--- src/rtl/ppu_cmd_pkg.sv ---
// Shared command-word field layout, info/type codes and the sequencer state set
// used by the sprite command sequencer and its word packer.
package ppu_cmd_pkg;

    localparam int SUB_LSB   = 26;
    localparam int SUB_W     = 6;
    localparam int CHILD_LSB = 21;
    localparam int CHILD_W   = 5;
    localparam int INFO_LSB  = 17;
    localparam int INFO_W    = 4;
    localparam int TYPE_LSB  = 14;
    localparam int TYPE_W    = 3;
    localparam int PP_BIT    = 13;
    localparam int MSG_W     = 13;

    localparam logic [INFO_W-1:0] INFO_NONE  = 4'b0000;
    localparam logic [INFO_W-1:0] INFO_WRITE = 4'b0001;
    localparam logic [INFO_W-1:0] INFO_FLUSH = 4'b1111;

    localparam logic [TYPE_W-1:0] TYPE_NONE  = 3'b000;
    localparam logic [TYPE_W-1:0] TYPE_ATTR  = 3'b001;
    localparam logic [TYPE_W-1:0] TYPE_XPOS  = 3'b010;
    localparam logic [TYPE_W-1:0] TYPE_YPOS  = 3'b011;
    localparam logic [TYPE_W-1:0] TYPE_SHIFT = 3'b100;

    typedef enum logic [2:0] {
        IDLE  = 3'd0,
        ATTR  = 3'd1,
        XPOS  = 3'd2,
        YPOS  = 3'd3,
        SHIFT = 3'd4,
        FLUSH = 3'd5
    } state_e;

    typedef struct packed {
        logic [SUB_W-1:0]   sub_comp;
        logic [CHILD_W-1:0] child;
        logic               visible;
        logic               flip;
        logic [4:0]         pattern;
        logic [9:0]         x;
        logic [9:0]         y;
        logic [9:0]         shift;
    } obj_desc_t;

endpackage

--- src/rtl/cmd_word_pack.sv ---
// Combinational packer: assembles one 32-bit display command word from its fields.
module cmd_word_pack
    import ppu_cmd_pkg::*;
(
    input  logic [SUB_W-1:0]   sub_comp_i,
    input  logic [CHILD_W-1:0] child_i,
    input  logic [INFO_W-1:0]  info_i,
    input  logic [TYPE_W-1:0]  type_i,
    input  logic               pp_selc_i,
    input  logic [MSG_W-1:0]   msg_i,
    output logic [31:0]        word_o
);

    assign word_o = {sub_comp_i, child_i, info_i, type_i, pp_selc_i, msg_i};

endmodule

--- src/rtl/sprite_cmd_sequencer.sv ---
// Expands sprite descriptors into ATTR/XPOS/YPOS/SHIFT command words and inserts
// frame flush words between descriptors, flipping the ping-pong buffer after each flush.
module sprite_cmd_sequencer
    import ppu_cmd_pkg::*;
#(
    parameter bit SKIP_INVISIBLE = 1'b1
) (
    input  logic        clk,
    input  logic        reset,
    input  logic        obj_valid,
    output logic        obj_ready,
    input  logic [5:0]  obj_sub_comp,
    input  logic [4:0]  obj_child,
    input  logic        obj_visible,
    input  logic        obj_flip,
    input  logic [4:0]  obj_pattern,
    input  logic [9:0]  obj_x,
    input  logic [9:0]  obj_y,
    input  logic [9:0]  obj_shift,
    input  logic        frame_req,
    output logic        frame_ack,
    output logic [31:0] writedata,
    output logic        write,
    output logic        back_buf
);

    state_e      state_q, state_d;
    obj_desc_t   desc_q, desc_in, desc_src;
    logic        pending_q;
    logic        back_buf_q, back_buf_d;
    logic        write_q, frame_ack_q;
    logic [31:0] writedata_q, word_d;
    logic        accept;

    logic [SUB_W-1:0]   sub_d;
    logic [CHILD_W-1:0] child_d;
    logic [INFO_W-1:0]  info_d;
    logic [TYPE_W-1:0]  type_d;
    logic               pp_d;
    logic [MSG_W-1:0]   msg_d;

    assign desc_in = '{sub_comp: obj_sub_comp, child: obj_child, visible: obj_visible,
                       flip: obj_flip, pattern: obj_pattern, x: obj_x, y: obj_y,
                       shift: obj_shift};

    assign obj_ready = !reset && (state_q == IDLE) && !pending_q && !frame_req;
    assign accept    = obj_valid && obj_ready;
    // The ATTR word is built in the acceptance cycle, before desc_q holds the descriptor.
    assign desc_src  = accept ? desc_in : desc_q;

    always_comb begin
        state_d    = state_q;
        back_buf_d = back_buf_q;
        case (state_q)
            IDLE: begin
                if (pending_q || frame_req) state_d = FLUSH;
                else if (accept)            state_d = ATTR;
            end
            ATTR:    state_d = (SKIP_INVISIBLE && !desc_q.visible) ? IDLE : XPOS;
            XPOS:    state_d = YPOS;
            YPOS:    state_d = SHIFT;
            SHIFT:   state_d = IDLE;
            FLUSH: begin
                state_d    = IDLE;
                back_buf_d = !back_buf_q;
            end
            default: state_d = IDLE;
        endcase
    end

    always_comb begin
        sub_d   = desc_src.sub_comp;
        child_d = desc_src.child;
        info_d  = INFO_WRITE;
        type_d  = TYPE_NONE;
        pp_d    = back_buf_d;
        msg_d   = '0;
        case (state_d)
            ATTR: begin
                type_d = TYPE_ATTR;
                msg_d  = {desc_src.visible, desc_src.flip, 6'b0, desc_src.pattern};
            end
            XPOS: begin
                type_d = TYPE_XPOS;
                msg_d  = {3'b0, desc_src.x};
            end
            YPOS: begin
                type_d = TYPE_YPOS;
                msg_d  = {3'b0, desc_src.y};
            end
            SHIFT: begin
                type_d = TYPE_SHIFT;
                msg_d  = {3'b0, desc_src.shift};
            end
            FLUSH: begin
                sub_d   = '0;
                child_d = '0;
                info_d  = INFO_FLUSH;
            end
            default: begin
                sub_d   = '0;
                child_d = '0;
                info_d  = INFO_NONE;
                pp_d    = 1'b0;
            end
        endcase
    end

    cmd_word_pack u_pack (
        .sub_comp_i (sub_d),
        .child_i    (child_d),
        .info_i     (info_d),
        .type_i     (type_d),
        .pp_selc_i  (pp_d),
        .msg_i      (msg_d),
        .word_o     (word_d)
    );

    always_ff @(posedge clk) begin
        if (reset) begin
            state_q     <= IDLE;
            desc_q      <= '0;
            pending_q   <= 1'b0;
            back_buf_q  <= 1'b0;
            write_q     <= 1'b0;
            frame_ack_q <= 1'b0;
            writedata_q <= '0;
        end else begin
            state_q     <= state_d;
            // Requests seen while the flush word is out are absorbed by that flush.
            pending_q   <= (state_q == FLUSH) ? 1'b0 : (pending_q || frame_req);
            back_buf_q  <= back_buf_d;
            write_q     <= (state_d != IDLE);
            frame_ack_q <= (state_d == FLUSH);
            writedata_q <= word_d;
            if (accept) desc_q <= desc_in;
        end
    end

    assign writedata = writedata_q;
    assign write     = write_q;
    assign frame_ack = frame_ack_q;
    assign back_buf  = back_buf_q;

endmodule

--- config.mk ---
export PLATFORM = sky130hd
export DESIGN_NAME = sprite_cmd_sequencer
export DESIGN_NICKNAME = d
export VERILOG_FILES = /design/src/rtl/ppu_cmd_pkg.sv /design/src/rtl/cmd_word_pack.sv /design/src/rtl/sprite_cmd_sequencer.sv
export SDC_FILE = /design/constraint.sdc
export NUM_CORES = 1
export LEC_CHECK = 0
export ABC_CLOCK_PERIOD_IN_PS = 2050
export BUFFER_PORTS_ARGS = -buffer_cell sky130_fd_sc_hd__clkbuf_2
export CAP_MARGIN = 20
export CORE_MARGIN = 1.5
export CORE_UTILIZATION = 45
export DETAILED_ROUTE_END_ITERATION = 6
export GPL_ROUTABILITY_DRIVEN = 0
export PLACE_DENSITY = 0.7
export SKIP_CTS_REPAIR_TIMING = 1
export SKIP_LAST_GASP = 1
export SYNTH_ARGS = -nofsm -noshare
export SYNTH_HDL_FRONTEND = slang
export SYNTH_SLANG_ARGS = --single-unit
--- constraint.sdc ---
create_clock -name clk -period 2.05 [get_ports clk]
set_clock_uncertainty 0.05 [all_clocks]
set_input_delay 0.41 -clock clk [delete_from_list [all_inputs] [get_ports clk]]
set_output_delay 0.41 -clock clk [all_outputs]
set_load 0.01 [all_outputs]
-- Yosys cells after proc, flatten, opt, wreduce, memory -nomap -nowiden
Cells that the tools add are included.
Widths: inputs -> output; s select.
- register bits: 87
- reduce and logical (&&, ||, !) cells: 16
- muxes and demuxes: 9
- equality and inequality tests: 9
- bitwise logic cells: 2
- operator list (operator ; number):
    $pmux 13 s4 ; 1
    $mux 48 ; 1
    $pmux 3 s4 ; 2
    $eq 3x2->1 const B ; 4
    $eq 3x3->1 const B ; 3
    $pmux 4 s2 ; 1
    $eq 3x1->1 const B ; 2
    $mux 3 ; 2
    $reduce_or 2->1 ; 3
    $reduce_or 5->1 ; 1
    $logic_and 1x1->1 ; 4
    $logic_not 1->1 ; 4
    $reduce_or 4->1 ; 1
    $logic_not 3->1 ; 1
    $reduce_bool 3->1 ; 1
    $mux 2 ; 1
    $not 1->1 ; 2
    $logic_or 1x1->1 ; 1
    $mux 1 ; 1

-- Longest topological paths before layout
- depth in word-level cells: 12
- gate-level depth with buffers: 7

-- Hierarchy
A second synthesis with hierarchy kept.
- cells, all modules: 369
- area total of the unflattened synthesis: 3369.5 µm²
- by module, submodules not included (module ; cells each ; times used ; area each (µm²) ; sequential area each (µm²)):
    sprite_cmd_sequencer ; 337 ; 1 ; 3129.3 ; 1621.6
    cmd_word_pack ; 32 ; 1 ; 240.2 ; 0.0

-- Worst setup path after synthesis
No wires, ideal clock.
- path kind: register to output
- start point: reg state_q[0]
- end point: out obj_ready
- cell stages (with the launch flop): 5
- slack: 0.472 ns
- data arrival time: 1.118 ns
- cell sequence: dfxtp_1 buf_6 nor4_4 clkbuf_2 and2_1
- cells in the longest elaborated chain, start to end: 4
- ends and longest elaborated chain (what ; line ; RTL):
    start: declaration ; sprite_cmd_sequencer.sv:27 ; state_e state_q, state_d;
    start signal: assignment ; sprite_cmd_sequencer.sv:129 ; state_q <= state_d;
    $logic_not 3->1 ; sprite_cmd_sequencer.sv:46 ; assign obj_ready = !reset && (state_q == IDLE) && !pending_q && !frame_req;
    $logic_and 1x1->1 (3 in a row) ; sprite_cmd_sequencer.sv:46 ;
    end: declaration ; sprite_cmd_sequencer.sv:11 ; output logic obj_ready,
No other way between the ends.

-- Worst setup path after layout
- start point: reg state_q[2]
- end point: out obj_ready
Same word-level chain as after synthesis.

==> metrics.md <==
| Metric | Value |
|---|---|
| Sw Share | `0.276` |
| Maximum operating frequency | `around 500 MHz` |
| Worst reg2reg startpoint | `state_q[2]$_SDFF_PP0_` |
| Synth cell types | `37` |
| Initial antenna violation count | `0` |
| Pre-CTS WS | `between 0.1 and 0.15 ns` |
| Synth Instances | `approximately 320` |
| Sequential power share | `0.530` |
| FP Rows | `29` |
| DRT Pass-1 Iters | `4` |
| Synthesis-to-finish area growth | `22.2%` |
| Starting Density | `0.475` |
| CP delay by family, top | `simple AND/OR/NAND/NOR gates` |
| Worst-margin pin slew | `~0.53 ns` |
| Clock Path Buffers | `2` |
| Final design utilization | `0.580` |
| Max-slew violations | `0` |
| # IOs | `88` |
| RSZ-0062 raised after global routing | `no` |
| Worst Hold Launch | `obj_flip` |
| Fin crit period | `1.96 ns` |
| Most frequent cells in the layout | `clkbuf_2, dfxtp_1, nand2_1` |
| R2R depth | `5` |
| H-tree level count | `3` |
| Post-synth top area cell | `dfxtp_1` |
| Syn avg cell area | `slightly below 10 µm²` |
| Net Switching | `approximately 810 µW` |
| Status | `finished clean` |
| Clock tree root driver cell | `clkbuf_8` |
| Total Nets Final | `~450` |
| Most common cell after layout, fill and taps aside | `clkbuf_2` |
| Total number of vias | `roughly 2.5k` |
| ANT nets after route | `0` |
| Placeable Area | `around 6500 µm²` |
| CP bufs+invs | `2` |
| Final setup viols | `0` |
| Final hold slack | `~0.18 ns` |
| Critical path class | `flip-flop to output pin` |
| Area of the multi-input gates | `around 1400 µm²` |
| WP data arrival | `roughly 1.5 ns` |
| Slew HR | `0.650` |
| TritonCTS Sinks | `77` |
| Worst path depth | `4` |
| Total global routing overflow | `0` |
| Post-Route WL | `6.67 mm` |
| Placed insts | `464` |
| Worst Hold Class | `primary input to flip-flop` |
| Slowest stage delay, CP | `about 0.4 ns` |
| Max Cap Viol | `0` |
| I/O Buffers | `86` |
| Hold path depth | `3` |
| Crit. Startpoint | `state_q[2]$_SDFF_PP0_` |
| Diodes inserted | `0` |
| Mapped cell area | `between 3000 and 4000 µm²` |
| Setup_tns | `0 ns` |
| DRC violations left | `0` |
| Crit-path cells | `nor4_4 -> buf_6 -> and2_1 -> clkbuf_2` |
| First-pass GRT wire length | `roughly 11 mm` |
| Hpwl dp | `approximately 4.6 mm` |
| Largest net degree at the start of global routing | `33` |
| Syn nets | `~370` |
| Critical Path Fanout Max | `11` |
| Clock power share | `0.357` |
| Pwr/cell area | `about 780 nW/µm²` |
| Vias in the first global route | `2308` |
| Chip Width | `between 80 and 90 µm` |
| Total CTS buffers | `9` |
| Layout cell share with drive strength beyond 1 | `0.381` |
| CTS tree | `built` |
| Post-synth top area share | `0.500` |
| Seq. cell area | `~1500 µm²` |
| Clk_lat worst skew | `roughly 0.35 ns` |
| Die area | `between 7000 and 8000 µm²` |
| Vias per Instance | `roughly 5.2` |
| Register area share after synthesis | `0.500` |
| Layout Cells excl Fill | `between 400 and 500` |
| FILL cells | `610` |
| Yosys reg bits | `between 70 and 80` |
| Synth area leaders | `dfxtp_1, nand2_1, nor3_2, a21oi_1, mux2i_1` |
| Crit share post-route | `0.956` |
| Worst Setup End Kind | `output pin` |
| Crit-path slowest cell | `dfxtp_1` |
| Critical Path RT | `between 1.5 and 2 ns` |
| Fin. Hold Viols | `0` |
| Leak | `~1.6 nW` |
| Warnings from Yosys | `0` |
| Setup WS post-layout | `0.0895 ns` |
| Int Power | `approximately 2.1 mW` |
| Peak VDD IR | `~0.00035 V` |
| Clk slew on worst S/H paths | `approximately 0.080 ns` |
| DR iter-0 viols | `between 80 and 90` |
| Wire length per cell | `13.9 µm` |
| GRT Total Usage | `0.188` |
| Comb pwr share | `0.113` |
| Die Height | `85.8 µm` |
| Critical path launch point type | `flip-flop` |
[cell families after synthesis]
group,count (synthesis),synth area share
XOR/XNOR,1,0.00284
other,1,0.00122
buffers and inverters,35,0.0625
AO/OA/AOI/OAI,82,0.202
flip-flops,77,0.500
AND/OR/NAND/NOR,110,0.196
multiplexers,11,0.0357
[worst paths after layout]
check | end | slack (ns)
worst max register to register | writedata[25]$_SDFF_PP0_ | 0.22
worst min-delay path | writedata[11]$_SDFF_PP0_ | 0.18
worst max-delay path | obj_ready | 0.09
worst min register to register | desc_q[12]$_SDFF_PP0_ | 0.41
[power groups by stage]
stage               Clock, mW  Sequential, mW  Combinational (mW)
floorplan                   0            1.59               0.213
detailed placement          0            1.59               0.328
finish                   1.05            1.56               0.331
CTS                      1.07            1.56               0.329
global route             1.14            1.56               0.366
global placement            0            1.59               0.324
[Yosys cell counts]
library cell and instances:
dfxtp_1 77, and2_1 2, o21ai_1 11, buf_4 7, or2_1 1, nor3_2 13, xor2_1 1, nand2b_1 1
a21oi_1 22, nor3_1 2, nor2b_1 3, clkbuf_1 10, o21ai_0 2, nor2_1 19, or2_2 1, buf_2 9
nand2_1 51, nand3b_1 2, buf_1 1, a211oi_1 2, and3_1 10, a221o_1 5, mux2i_1 11, a311oi_2 5
nor3b_4 1, clkbuf_2 1, conb_1 1, o21ba_2 10, nor3b_1 1, and4bb_1 1, a22oi_1 10, buf_6 3
nor4_4 1, a21boi_0 11, inv_1 4, nor3b_2 1, a211oi_2 4
[registers in the layout, summed over array words and instances, names as in the netlist]
signal and cells:
writedata 29, desc_q 42, write 1, pending_q 1
back_buf 1, state_q 3
[through the flow]
stage                     power (mW)  area [µm²]
final                           2.94        3770
after global routing            3.07        3770
after CTS                       2.96        3760
after detailed placement        1.92        3580
after global placement          1.92        3580
after floorplan                 1.80        3080
[area by class of cell]
| class | instances | share of cell area |
|---|---|---|
| inverters | 4 | 0.00399 |
| flip-flops and latches | 77 | 0.409 |
| clock inverters | 7 | 0.0150 |
| repair buffers | 102 | 0.153 |
| multi-input cells | 205 | 0.360 |
| well taps | 77 | 0.0256 |
| clock buffers | 9 | 0.0329 |
[layer usage]
metal  routed length [µm]  track usage  up-vias
met5                    0            0        -
met4                  110       0.0880        0
met3                  293       0.0337       10
met2                 3250        0.316       67
met1                 3010        0.233     1162
li1                     -            -     1258
[tightest hold or removal path, delay by kind of cell]
family | cells | cell delay (ns)
buf+inv | 2 | 0.12
simple gates | 1 | 0.04
No activity file was read; power rests on OpenSTA's default activity.
